$ cat config.mk
export PLATFORM = sky130hd
export DESIGN_NAME = btn_shift_amt_ctrl_flat
export DESIGN_NICKNAME = d
export VERILOG_FILES = /design/src/rtl/btn_shift_amt_ctrl_if.sv /design/src/rtl/btn_shift_amt_ctrl.sv /design/src/flat_wrapper.sv
export SDC_FILE = /design/constraint.sdc
export NUM_CORES = 1
export LEC_CHECK = 0
export BUFFER_PORTS_ARGS = -buffer_cell sky130_fd_sc_hd__buf_4
export CAP_MARGIN = 25
export CORE_ASPECT_RATIO = 2
export CORE_MARGIN = 2
export CORE_UTILIZATION = 60
export DETAILED_ROUTE_END_ITERATION = 16
export PLACE_DENSITY_LB_ADDON = 0.3
export SYNTH_ARGS = -nofsm -noshare
export SYNTH_HDL_FRONTEND = slang
export SYNTH_SLANG_ARGS = --single-unit
$ cat constraint.sdc
create_clock -name clk -period 3.8 [get_ports clk]
set_input_delay 0.57 -clock clk [delete_from_list [all_inputs] [get_ports clk]]
set_output_delay 0.57 -clock clk [all_outputs]
set_load 0.1 [all_outputs]
$ cat src/rtl/btn_shift_amt_ctrl_if.sv
// ----------------------------------------------------------------------------
// btn_shift_amt_ctrl_if
// Groups the button inputs and the shift-amount outputs of btn_shift_amt_ctrl.
//   btn_n   [1:0]        raw active-low pushbuttons (asynchronous to clk)
//   btn_db  [1:0]        debounced button levels, active-high
//   amt     [AMT_W-1:0]  current shift amount
//   amt_chg              one-cycle strobe when amt takes a new value
// Modports:
//   master : the side that drives the buttons and observes amt
//   slave  : the controller itself
// ----------------------------------------------------------------------------
interface btn_shift_amt_ctrl_if #(
    parameter int unsigned AMT_W = 3
);
    logic [1:0]       btn_n;
    logic [1:0]       btn_db;
    logic [AMT_W-1:0] amt;
    logic             amt_chg;

    modport master (
        output btn_n,
        input  btn_db,
        input  amt,
        input  amt_chg
    );

    modport slave (
        input  btn_n,
        output btn_db,
        output amt,
        output amt_chg
    );
endinterface

$ cat src/rtl/btn_shift_amt_ctrl.sv
// ----------------------------------------------------------------------------
// btn_shift_amt_ctrl
// Control stage for the barrel-shifter demo. Two raw active-low pushbuttons
// are synchronised, debounced and edge-detected, with auto-repeat while held.
// A wrapping shift-amount register is stepped up by button 0 and down by
// button 1.
// Ports:
//   clk      system clock, all state on the rising edge
//   reset_n  asynchronous active-low reset
//   bus      btn_shift_amt_ctrl_if.slave
//              btn_n   (in)  raw buttons, active-low
//              btn_db  (out) debounced levels, active-high
//              amt     (out) shift amount, modulo 2**AMT_W
//              amt_chg (out) high in the cycle amt takes a new value
// ----------------------------------------------------------------------------
module btn_shift_amt_ctrl #(
    parameter int unsigned AMT_W     = 3,
    parameter int unsigned DB_TICKS  = 1000000,
    parameter int unsigned REP_DELAY = 25000000,
    parameter int unsigned REP_RATE  = 5000000
) (
    input  logic                 clk,
    input  logic                 reset_n,
    btn_shift_amt_ctrl_if.slave  bus
);

    localparam int unsigned DB_CW    = (DB_TICKS > 1) ? $clog2(DB_TICKS) : 1;
    localparam int unsigned HOLD_MAX = (REP_DELAY > REP_RATE) ? REP_DELAY : REP_RATE;
    localparam int unsigned HOLD_CW  = $clog2(HOLD_MAX + 1);

    typedef enum logic {
        RELEASED = 1'b0,
        PRESSED  = 1'b1
    } db_state_t;

    logic [1:0]       w_btn_db;
    logic [1:0]       w_press;
    logic [1:0]       w_rep;
    logic             w_both;
    logic             w_up;
    logic             w_dn;
    logic [AMT_W-1:0] r_amt;
    logic             r_amt_chg;

    // Holding both buttons masks auto-repeat on both of them.
    assign w_both = w_btn_db[0] & w_btn_db[1];

    genvar gi;
    generate
        for (gi = 0; gi < 2; gi++) begin : g_btn
            logic [1:0]         r_sync;
            logic               w_btn_s;
            db_state_t          r_state;
            logic               r_state_d;
            logic [DB_CW-1:0]   r_cnt;
            logic [HOLD_CW-1:0] r_hold;
            logic               r_repeating;
            logic               w_state_on;
            logic               w_rep_hit;

            // Synchroniser resets to the released level so a button held
            // through reset is seen as a fresh press afterwards.
            assign w_btn_s    = ~r_sync[1];
            assign w_state_on = (r_state == PRESSED);

            // First repeat after REP_DELAY cycles of hold, then every REP_RATE.
            assign w_rep_hit  = w_state_on &&
                                (r_repeating ? (r_hold == HOLD_CW'(REP_RATE))
                                             : (r_hold == HOLD_CW'(REP_DELAY)));

            always_ff @(posedge clk or negedge reset_n) begin
                if (!reset_n) begin
                    r_sync      <= 2'b11;
                    r_state     <= RELEASED;
                    r_state_d   <= 1'b0;
                    r_cnt       <= '0;
                    r_hold      <= '0;
                    r_repeating <= 1'b0;
                end else begin
                    r_sync    <= {r_sync[0], bus.btn_n[gi]};
                    r_state_d <= w_state_on;

                    // Debounce: the synchronised level must disagree with
                    // the accepted state for DB_TICKS consecutive cycles.
                    case (r_state)
                        RELEASED: begin
                            if (!w_btn_s) begin
                                r_cnt <= '0;
                            end else if (r_cnt == DB_CW'(DB_TICKS - 1)) begin
                                r_state <= PRESSED;
                                r_cnt   <= '0;
                            end else begin
                                r_cnt <= r_cnt + 1'b1;
                            end
                        end
                        PRESSED: begin
                            if (w_btn_s) begin
                                r_cnt <= '0;
                            end else if (r_cnt == DB_CW'(DB_TICKS - 1)) begin
                                r_state <= RELEASED;
                                r_cnt   <= '0;
                            end else begin
                                r_cnt <= r_cnt + 1'b1;
                            end
                        end
                        default: begin
                            r_state <= RELEASED;
                            r_cnt   <= '0;
                        end
                    endcase

                    // Hold timer: zero in the press cycle, counts cycles held.
                    if (!w_state_on) begin
                        r_hold      <= '0;
                        r_repeating <= 1'b0;
                    end else if (w_rep_hit) begin
                        r_hold      <= HOLD_CW'(1);
                        r_repeating <= 1'b1;
                    end else begin
                        r_hold <= r_hold + 1'b1;
                    end
                end
            end

            assign w_btn_db[gi] = w_state_on;
            assign w_press[gi]  = w_state_on & ~r_state_d;
            assign w_rep[gi]    = w_rep_hit & ~w_both;
        end
    endgenerate

    assign w_up = w_press[0] | w_rep[0];
    assign w_dn = w_press[1] | w_rep[1];

    // Simultaneous up and down requests cancel out.
    always_ff @(posedge clk or negedge reset_n) begin
        if (!reset_n) begin
            r_amt     <= '0;
            r_amt_chg <= 1'b0;
        end else begin
            r_amt_chg <= w_up ^ w_dn;
            case ({w_dn, w_up})
                2'b01:   r_amt <= r_amt + 1'b1;
                2'b10:   r_amt <= r_amt - 1'b1;
                default: r_amt <= r_amt;
            endcase
        end
    end

    assign bus.btn_db  = w_btn_db;
    assign bus.amt     = r_amt;
    assign bus.amt_chg = r_amt_chg;

endmodule

$ cat src/flat_wrapper.sv
// flat-port wrapper written by rule: the top's interface ports become plain ports
module btn_shift_amt_ctrl_flat 
#(
    parameter int unsigned AMT_W     = 3,
    parameter int unsigned DB_TICKS  = 1000000,
    parameter int unsigned REP_DELAY = 25000000,
    parameter int unsigned REP_RATE  = 5000000
)
  (clk, reset_n, bus_btn_n, bus_btn_db, bus_amt, bus_amt_chg);
  btn_shift_amt_ctrl_if #(.AMT_W(AMT_W)) bus_i ();
  input  logic clk;
  input  logic reset_n;
  input wire logic [$bits(bus_i.btn_n)-1:0] bus_btn_n;
  output wire logic [$bits(bus_i.btn_db)-1:0] bus_btn_db;
  output wire logic [$bits(bus_i.amt)-1:0] bus_amt;
  output wire logic [$bits(bus_i.amt_chg)-1:0] bus_amt_chg;
  assign bus_i.btn_n = bus_btn_n;
  assign bus_btn_db = bus_i.btn_db;
  assign bus_amt = bus_i.amt;
  assign bus_amt_chg = bus_i.amt_chg;
  btn_shift_amt_ctrl #(.AMT_W(AMT_W), .DB_TICKS(DB_TICKS), .REP_DELAY(REP_DELAY), .REP_RATE(REP_RATE)) u_core (.clk(clk), .reset_n(reset_n), .bus(bus_i));
endmodule
# Word level (Yosys, flattened, before mapping)
# Index checks and enable logic that the tools add are counted.
[classes]
div = 0
n_mul = 0
n_mux = 29
reduce_logical = 3
n_bitwise = 13
n_eq_ne = 10
n_lt_le_gt_ge = 0
add_sub_neg = 6
shift = 0
[ops]
columns = ["op", "count"]
rows = [
  ["$mux W20", 6],
  ["$mux W25", 4],
  ["$pmux W20 S2", 2],
  ["$add A25 B1 Y25 const B", 2],
  ["$eq A25 B23 Y1 const B", 2],
  ["$eq A25 B25 Y1 const B", 2],
  ["$add A20 B1 Y20 const B", 2],
  ["$eq A20 B20 Y1 const B", 2],
  ["$mux W1", 14],
  ["$pmux W3 S2", 1],
  ["$and A1 B1 Y1", 5],
  ["$not A1 Y1", 5],
  ["$ne A2 B2 Y1 const B", 2],
  ["$pmux W1 S2", 2],
  ["$add A3 B1 Y3 const B", 1],
  ["$sub A3 B1 Y3 const B", 1],
  ["$eq A2 B1 Y1 const B", 1],
  ["$eq A2 B2 Y1 const B", 1],
  ["$logic_and A1 B1 Y1", 2],
  ["$or A1 B1 Y1", 2],
  ["$reduce_bool A2 Y1", 1],
  ["$xor A1 B1 Y1", 1],
]
[word_totals]
in_bits = 4
ramBits = 0
mem_bits_ro = 0
latchBits = 0
memories = 0
elab_cells = 75
regBits = 104

# Longest topological paths before layout
# Gate-level depths: netlist (run 1).
[depth]
depth_word = 7
mapped_depth = 12
ltp_nobuf = 12

# Worst setup path after synthesis (run 1)
# No wires, ideal clock.
[synth_path]
kind = "register to register"
start = "reg u_core.g_btn[1].r_hold[20]"
end = "reg u_core.r_amt[2] (netlist: u_core.bus.amt[2])"
n_path_buf = 1
slack_ns = 0.854
t_required_ns = 3.642
path_stages_with_launch = 12
synth_period_minus_slack_ns = 2.946
arrival_time_ns = 2.788
cell_sequence = "dfrtp_1 > nand4_1 > or4b_4 > a2111oi_4 > buf_6 > o2bb2ai_2 > ha_1 > inv_1 > fa_1 > xnor2_1 > nand2_1 > xnor2_1"
[synth_between]
elab_chain_cells = 7
[synth_lines]
columns = ["element", "line", "rtl"]
rows = [
  ["from (decl)", "btn_shift_amt_ctrl.sv:56", "logic [HOLD_CW-1:0] r_hold;"],
  ["from (signal assigned)", "btn_shift_amt_ctrl.sv:120", "r_hold <= r_hold + 1'b1;"],
  ["$eq A25 B25 Y1 / $eq A25 B23 Y1 (equally long branches)", "btn_shift_amt_ctrl.sv:69, btn_shift_amt_ctrl.sv:68", ""],
  ["$mux W1 *", "btn_shift_amt_ctrl.sv:68", "(r_repeating ? (r_hold == HOLD_CW'(REP_RATE))"],
  ["$logic_and A1 B1 Y1 *", "btn_shift_amt_ctrl.sv:67", "assign w_rep_hit = w_state_on &&"],
  ["$and A1 B1 Y1 *", "btn_shift_amt_ctrl.sv:127", "assign w_rep[gi] = w_rep_hit & ~w_both;"],
  ["$or A1 B1 Y1 *", "btn_shift_amt_ctrl.sv:132", "assign w_dn = w_press[1] | w_rep[1];"],
  ["$eq A2 B2 Y1 / $eq A2 B1 Y1 (equally long branches)", "btn_shift_amt_ctrl.sv:141", "case ({w_dn, w_up})"],
  ["$pmux W3 S2 / $reduce_bool A2 Y1 (equally long branches)", "--", ""],
  ["to (signal assigned)", "btn_shift_amt_ctrl.sv:142", "2'b01: r_amt <= r_amt + 1'b1;"],
  ["to (signal assigned)", "btn_shift_amt_ctrl.sv:143", "2'b10: r_amt <= r_amt - 1'b1;"],
  ["to (signal assigned)", "btn_shift_amt_ctrl.sv:144", "default: r_amt <= r_amt;"],
  ["to (decl)", "btn_shift_amt_ctrl.sv:42", "logic [AMT_W-1:0] r_amt;"],
]
# Mark *: on every way between the ends. The rest lies on a longest branch, timed or not.
# A chain may end at the register's enable or synchronous reset.

# Worst setup path after layout (run 1)
[layout_path]
start = "reg u_core.g_btn[1].r_hold[21]"
end = "reg u_core.r_amt[2] (netlist: u_core.bus.amt[2])"
# Same word-level chain as after synthesis.

==> out/metrics.csv, run 1 <==
stage,metric,value,unit
setup_path,Slowest Stage Delay on Critical Path,550,ps
synth,Post-synth top flop,dfrtp_1,
route,Iter 0 DRT Violations,353,
die,die width,70.71,um
clock_network,CTS tree,yes,
route,Routed WL per cell,16.74,um
synth,Yosys top cell area share,46.86,%
finish,"most common cell after layout, fill and taps aside",dfrtp_1,
global_route,vias in the first global route,4155,
power_and_ir_drop,PD cells,376.4,nW/um2
placed_design,IO buf count,9,
sta,final-report hold violation count,0,
clock_network,H-tree levels,3,
finish,Final Util,66.90,%
synth,"EDFF count, synth",0,
clock_network,clk slew on worst S/H paths,70,ps
clock_network,CTS max path bufs,2,
status,run status,completed,
clock_network,CTS Hold Buffers Added,0,
sta,Slew Limit Fails,0,
global_route,initial antenna violation count,0,
sta,Worst Skew,8.464,ps
setup_path,crit path kind,reg2reg,
setup_path,Worst path most repeated cell,xnor2_1,
clock_network,post-CTS setup buffer count,0,
route,DRC Markers,0,
synth,Synth warnings,0,
finish,Layout Nets,555,
clock_network,clk sinks,104,
sta,crit path time final,2798,ps
synth,syn nets,552,
die,core area,8648,um2
synth,"Cell Area, Synth",5340,um2
clock_network,post-cts resize count,0,
power_and_ir_drop,leakage power,2.164,nW
sta,endpoints failing setup,0,
setup_path,kind of start point of the critical path,register,
route,Routed Wire Length,10850,um
finish,layout cells sized above 1,8.759,%
die,num ports,10,
sta,Worst-Margin Slew,747.9,ps
global_route,Overflow after GRT,0,
route,ANT nets after route,0,
worst_hold_path,Hold WC Path Type,in2async,
sta,Rel. slew slack,50.14,%
finish,cell area after layout,5786,um2
synth,Synth area leaders,"dfrtp_1 47%, xnor2_1 5.9%, nor2_1 3.6%",
clock_network,latest clock arrival within the worst-skew pair,350,ps
global_route,first-pass GRT wire length,18640,um
placed_design,dpl cell area,5454,um2
finish,Area growth syn-to-layout,8.341,%
clock_network,Root Buffer,clkbuf_16,
finish,multi-input logic area,2534,um2
synth,sequential fraction of the synthesis area,48.83,%
synth,#FFs+latches synth,104,
finish,register area,2608,um2
run,max_cap viols,0,
finish,"commonest cells after routing, fill and taps aside","100 x dfrtp_1, 51 x nor2_1, 36 x xnor2_1",
global_route,largest net degree at the start of global routing,61,
setup_path,CP Launch Point,u_core.g_btn[1].r_hold[21],
sta,Final period util,73.64,%
finish,ANT cells,0,
synth,Yosys cell types,50,
synth,Cells after Synth,540,
setup_path,Crit. End Element,register,
setup_path,critical-path cell list,"nand4_1, or4b_4, a2111oi_4, o2bb2ai_2, ha_1, inv_1, fa_1, xnor2_1, nand2_1, xnor2_1",
die,Starting Density,61.75,%
global_route,total track usage,24.09,%
sta,unrepaired setup endpoints after global routing,no,
placed_design,gpl congestion,0.9456,
setup_path,arrival time at the worst endpoint,3030,ps
route,total number of vias,4164,
setup_path,CP required,4030,ps
setup_path,FF-to-FF Start,u_core.g_btn[1].r_hold[21],
sta,Max Clk Rate,0.3574,GHz
sta,worst hold margin,287.1,ps
sta,TNS Setup,0,ps
synth,average size of a mapped cell,9.889,um2
power_and_ir_drop,Worst VDD drop,0.0002877,V
route,routed vias/inst,6.426,
setup_path,CP max stage cell,or4b_4,
die,die height,137.4,um
placed_design,dpl hpwl,7509,um
finish,fillers,672,
clock_network,Num CTS Buffers,9,
die,std cell rows,48,
synth,cell taking the most area after synthesis,dfrtp_1,
setup_path,CP max FO,6,
route,First-pass DRT Iterations,5,
die,die area,9717,um2
synth,ys async rst share,100.0,%
[state kept, by name (all words and copies together) (netlist names), named ones only]
name,cells
u_core.g_btn.r_hold,50
u_core.g_btn.r_cnt,40
u_core.g_btn.r_sync,4
u_core.bus.amt,3
u_core.g_btn.r_repeating,2
u_core.g_btn.r_state_d,2
u_core.bus.amt_chg,1
[path summary, 6_finish.rpt]
check	to	slack, ps	cells after the start
max	u_core.bus.amt[2]	1000	10
min	u_core.g_btn[1].r_hold[17]	290	1
max reg2reg	u_core.bus.amt[2]	1000	10
min reg2reg	u_core.g_btn[0].r_sync[1]	360	0
max in group asynchronous	u_core.g_btn[0].r_hold[13]	2700	2
min in group clk	u_core.g_btn[1].r_sync[0]	330	1
[layout make-up]
cell class	count	share of cell area, %
Inverter	20	1.298
Tap cell	100	2.163
Clock inverter	5	1.362
Multi-Input combinational cell	393	43.79
Timing Repair Buffer	15	1.946
Sequential cell	104	45.07
Clock buffer	11	4.369
[metal layers]
layer  wire (um)  vias to the layer above  GRT usage, %
li1            -                     1981             -
met1        4364                     2054         27.05
met2        5838                      102         43.25
met3         344                       27         5.121
met4         300                        0         10.80
met5           0                        -             0
[synth_stat cells, types with 7 or more instances]
library cell / n
inv_1: 19
and4_1: 7
ha_1: 7
dfrtp_1: 100
nor2_1: 51
nor3_1: 23
xor2_1: 18
or4_1: 21
nor4_1: 12
and3_1: 9
or3_1: 18
nand3_1: 34
clkbuf_1: 13
nand2_1: 31
nand4_1: 21
o21ai_0: 17
a21oi_1: 25
xnor2_1: 36
o31ai_1: 18
a211oi_1: 7
nor4b_1: 8
[where the power goes]
part / switching, mW / internal (mW)
clock network: 0.401 / 0.612
logic: 0.0329 / 0.0102
registers: 0.00572 / 1.12
total: 0.440 / 1.74
[worst max-delay path: cells and delay by family (launching register included)]
| family | cells | cell delay [ps] |
|---|---|---|
| simple gates | 3 | 790 |
| fa+ha+maj | 2 | 570 |
| compound gates | 2 | 560 |
| flops | 1 | 440 |
| xor+xnor | 2 | 260 |
| buf+inv | 1 | 60 |
[per-stage QoR]
stage / cells / power [mW] / setup slack, ps
finish: 648 / 2.178 / 1002
global route: 648 / 2.248 / 805.1
CTS: 648 / 2.194 / 1003
detailed placement: 632 / 1.188 / 1013
global placement: 632 / 1.186 / 1078
floorplan: 540 / 1.157 / 854.3
[logic make-up after synthesis]
kind of cell / share of synthesized area [%]
AO/OA/AOI/OAI: 10.07
XOR/XNOR: 8.857
adder cells (fa/ha/maj): 2.015
buffers and inverters: 3.725
flip-flops: 48.83
multiplexers: 0.3749
AND/OR/NAND/NOR: 26.12
Note: power is estimated with default switching activity, not from simulation.
==> run 2, diff against run 1 <==
--- a/config.mk
+++ b/config.mk
@@ -9,7 +9,7 @@
 export CAP_MARGIN = 25
 export CORE_ASPECT_RATIO = 2
 export CORE_MARGIN = 2
-export CORE_UTILIZATION = 60
+export CORE_UTILIZATION = 57
 export DETAILED_ROUTE_END_ITERATION = 16
 export PLACE_DENSITY_LB_ADDON = 0.3
 export SYNTH_ARGS = -nofsm -noshare
==> constraint.sdc (replaced) <==
create_clock -name clk -period 2.41 [get_ports clk]
set_input_delay 0.3615 -clock clk [delete_from_list [all_inputs] [get_ports clk]]
set_output_delay 0.3615 -clock clk [all_outputs]
set_load 0.1 [all_outputs]
==> out/metrics.csv, run 2 (synthesized netlist as in run 1, its figures left out) <==
stage,metric,value,unit
placed_design,Setup WS pre-CTS,-178.7,ps
setup_path,crit path kind,reg2reg,
clock_network,latest clock arrival within the worst-skew pair,340,ps
finish,Layout Nets,607,
global_route,vias in the first global route,4507,
sta,unrepaired setup endpoints after global routing,yes,
finish,Area growth syn-to-layout,15.42,%
finish,cell area after layout,6163,um2
global_route,total track usage,25.33,%
route,routed vias/inst,6.132,
sta,Rel. slew slack,55.82,%
status,violated checks,setup timing,
die,die width,72.44,um
power_and_ir_drop,Worst VDD drop,0.0004553,V
route,total number of vias,4317,
finish,Largest register FFs,50,
clock_network,Root Buffer,clkbuf_16,
placed_design,dpl hpwl,8656,um
global_route,Overflow after GRT,0,
finish,Regs by FF count,"u_core.g_btn.r_hold x50, u_core.g_btn.r_cnt x40, u_core.g_btn.r_sync x4",
clock_network,CTS tree,yes,
finish,Post-Layout Cell Count,704,
setup_path,reg-to-reg setup timing slack,-210,ps
setup_path,R2R cell count,10,
global_route,largest net degree at the start of global routing,51,
placed_design,gpl congestion,0.9391,
clock_network,clk slew on worst S/H paths,70,ps
die,Starting Density,57.68,%
sta,Final period util,108.8,%
setup_path,FF-to-FF Start,u_core.g_btn[1].r_hold[21],
global_route,initial antenna violation count,0,
route,ANT nets after route,0,
die,core area,9259,um2
sta,Slew Limit Fails,0,
sta,crit path time final,2621,ps
clock_network,CTS max path bufs,2,
setup_path,arrival time at the worst endpoint,2850,ps
route,Iter 0 DRT Violations,201,
sta,TNS Setup,-291.0,ps
die,std cell rows,50,
setup_path,CP required,2640,ps
setup_path,CP max FO,3,
die,num ports,10,
finish,ANT cells,0,
route,Routed Wire Length,11850,um
power_and_ir_drop,leakage power,2.422,nW
global_route,first-pass GRT wire length,20440,um
route,Routed WL per cell,16.83,um
power_and_ir_drop,PD cells,520.5,nW/um2
setup_path,r2r endpoint,u_core.bus.amt[2],
sta,Worst Skew,9.469,ps
route,DRC Markers,0,
placed_design,dpl cell area,5837,um2
status,run status,"complete, but fails checks",
finish,"commonest cells after routing, fill and taps aside","100 x dfrtp_1, 66 x buf_4, 51 x nor2_1",
worst_hold_path,Hold WC Path Type,in2async,
die,die height,140.9,um
placed_design,cell count after placement,684,
sta,Max Clk Rate,0.3815,GHz
setup_path,Crit. End Element,register,
die,die area,10210,um2
clock_network,Num CTS Buffers,9,
clock_network,clk sinks,104,
route,First-pass DRT Iterations,4,
sta,Worst-Margin Slew,662.7,ps
sta,final-report hold violation count,0,
sta,min setup slack post-route,-211.1,ps
sta,worst hold margin,51.67,ps
run,max_cap viols,0,
placed_design,IO buf count,9,
finish,most flop-heavy register,u_core.g_btn.r_hold,
sta,endpoints failing setup,2,
finish,"most common cell after layout, fill and taps aside",dfrtp_1,
finish,layout cells sized above 1,17.33,%
clock_network,H-tree levels,3,
setup_path,kind of start point of the critical path,register,
## run 2: cell count changes in the layout (fill, tap and decap cells not counted), sizes merged
cell and change:
bufinv -2, clkbuf +2, clkinv -1, clkinvlp +1, buf +52
## run 2: cell type report
cell class              count  area [um2]
repair buffers             67       515.5
flip-flops and latches    104        2608
well taps                 104       130.1
inverters                  20       75.07
multi-input cells         393        2557
clock buffers              13       260.3
fillers                   741        3095
clock inverters             3       17.52
## run 2: layer usage
metal | up-vias | part of all wire [%] | wire [um] | global-route usage [%]
li1 | 2091 | - | - | -
met1 | 2133 | 38 | 4458 | 27.03
met2 | 68 | 56 | 6672 | 47.27
met3 | 25 | 2.5 | 294 | 3.431
met4 | 0 | 3.6 | 422 | 12.09
met5 | - | 0 | 0 | 0
## run 2: how the worst max path moves through the flow
stage,end,slack (ps),cells after the start,startpoint
6_report,u_core.bus.amt[2],-210,10,u_core.g_btn[1].r_hold[21]
5_1_grt,u_core.bus.amt[2],-330,10,u_core.g_btn[1].r_hold[21]
4_1_cts,u_core.bus.amt[2],-190,10,u_core.g_btn[1].r_hold[16]
3_5_place_dp,u_core.bus.amt[2],-180,10,u_core.g_btn[1].r_hold[16]
3_3_place_gp,u_core.bus.amt[2],-110,10,u_core.g_btn[1].r_hold[21]
2_1_floorplan,u_core.bus.amt[2],-420,11,u_core.g_btn[1].r_hold[20]
## run 2: per-stage QoR
| step | power [mW] | util (%) |
|---|---|---|
| final | 3.208 | 66.57 |
| after global routing | 3.307 | 66.57 |
| after CTS | 3.234 | 66.32 |
| after detailed placement | 1.878 | 63.04 |
| after global placement | 1.874 | 63.04 |
| after floorplan | 1.825 | - |
## run 2: repair_timing
| action | 4_1_cts | 5_1_grt |
|---|---|---|
| hold buffers | 0 | 0 |
| pin swaps | 1 | 3 |
| resized for setup | 2 | 1 |
| buffers inserted | 2 | 2 |
| endpoints found under the setup margin | 2 | 2 |
## run 2: power breakdown
group	switching [mW]	total, mW	internal (mW)
logic	0.0533	0.0727	0.0194
registers	0.00967	1.77	1.76
clock network	0.612	1.37	0.755
total	0.675	3.21	2.53
## run 2: critical path, stage by stage, from the launching register on
cell and delay, ps:
dfrtp_1 370, nand4_1 140, or4b_4 520, a2111oi_4 410, o2bb2ai_2 140, ha_2 200
inv_2 40, fa_2 350, xnor2_2 150, nand2_1 80, xnor2_1 120
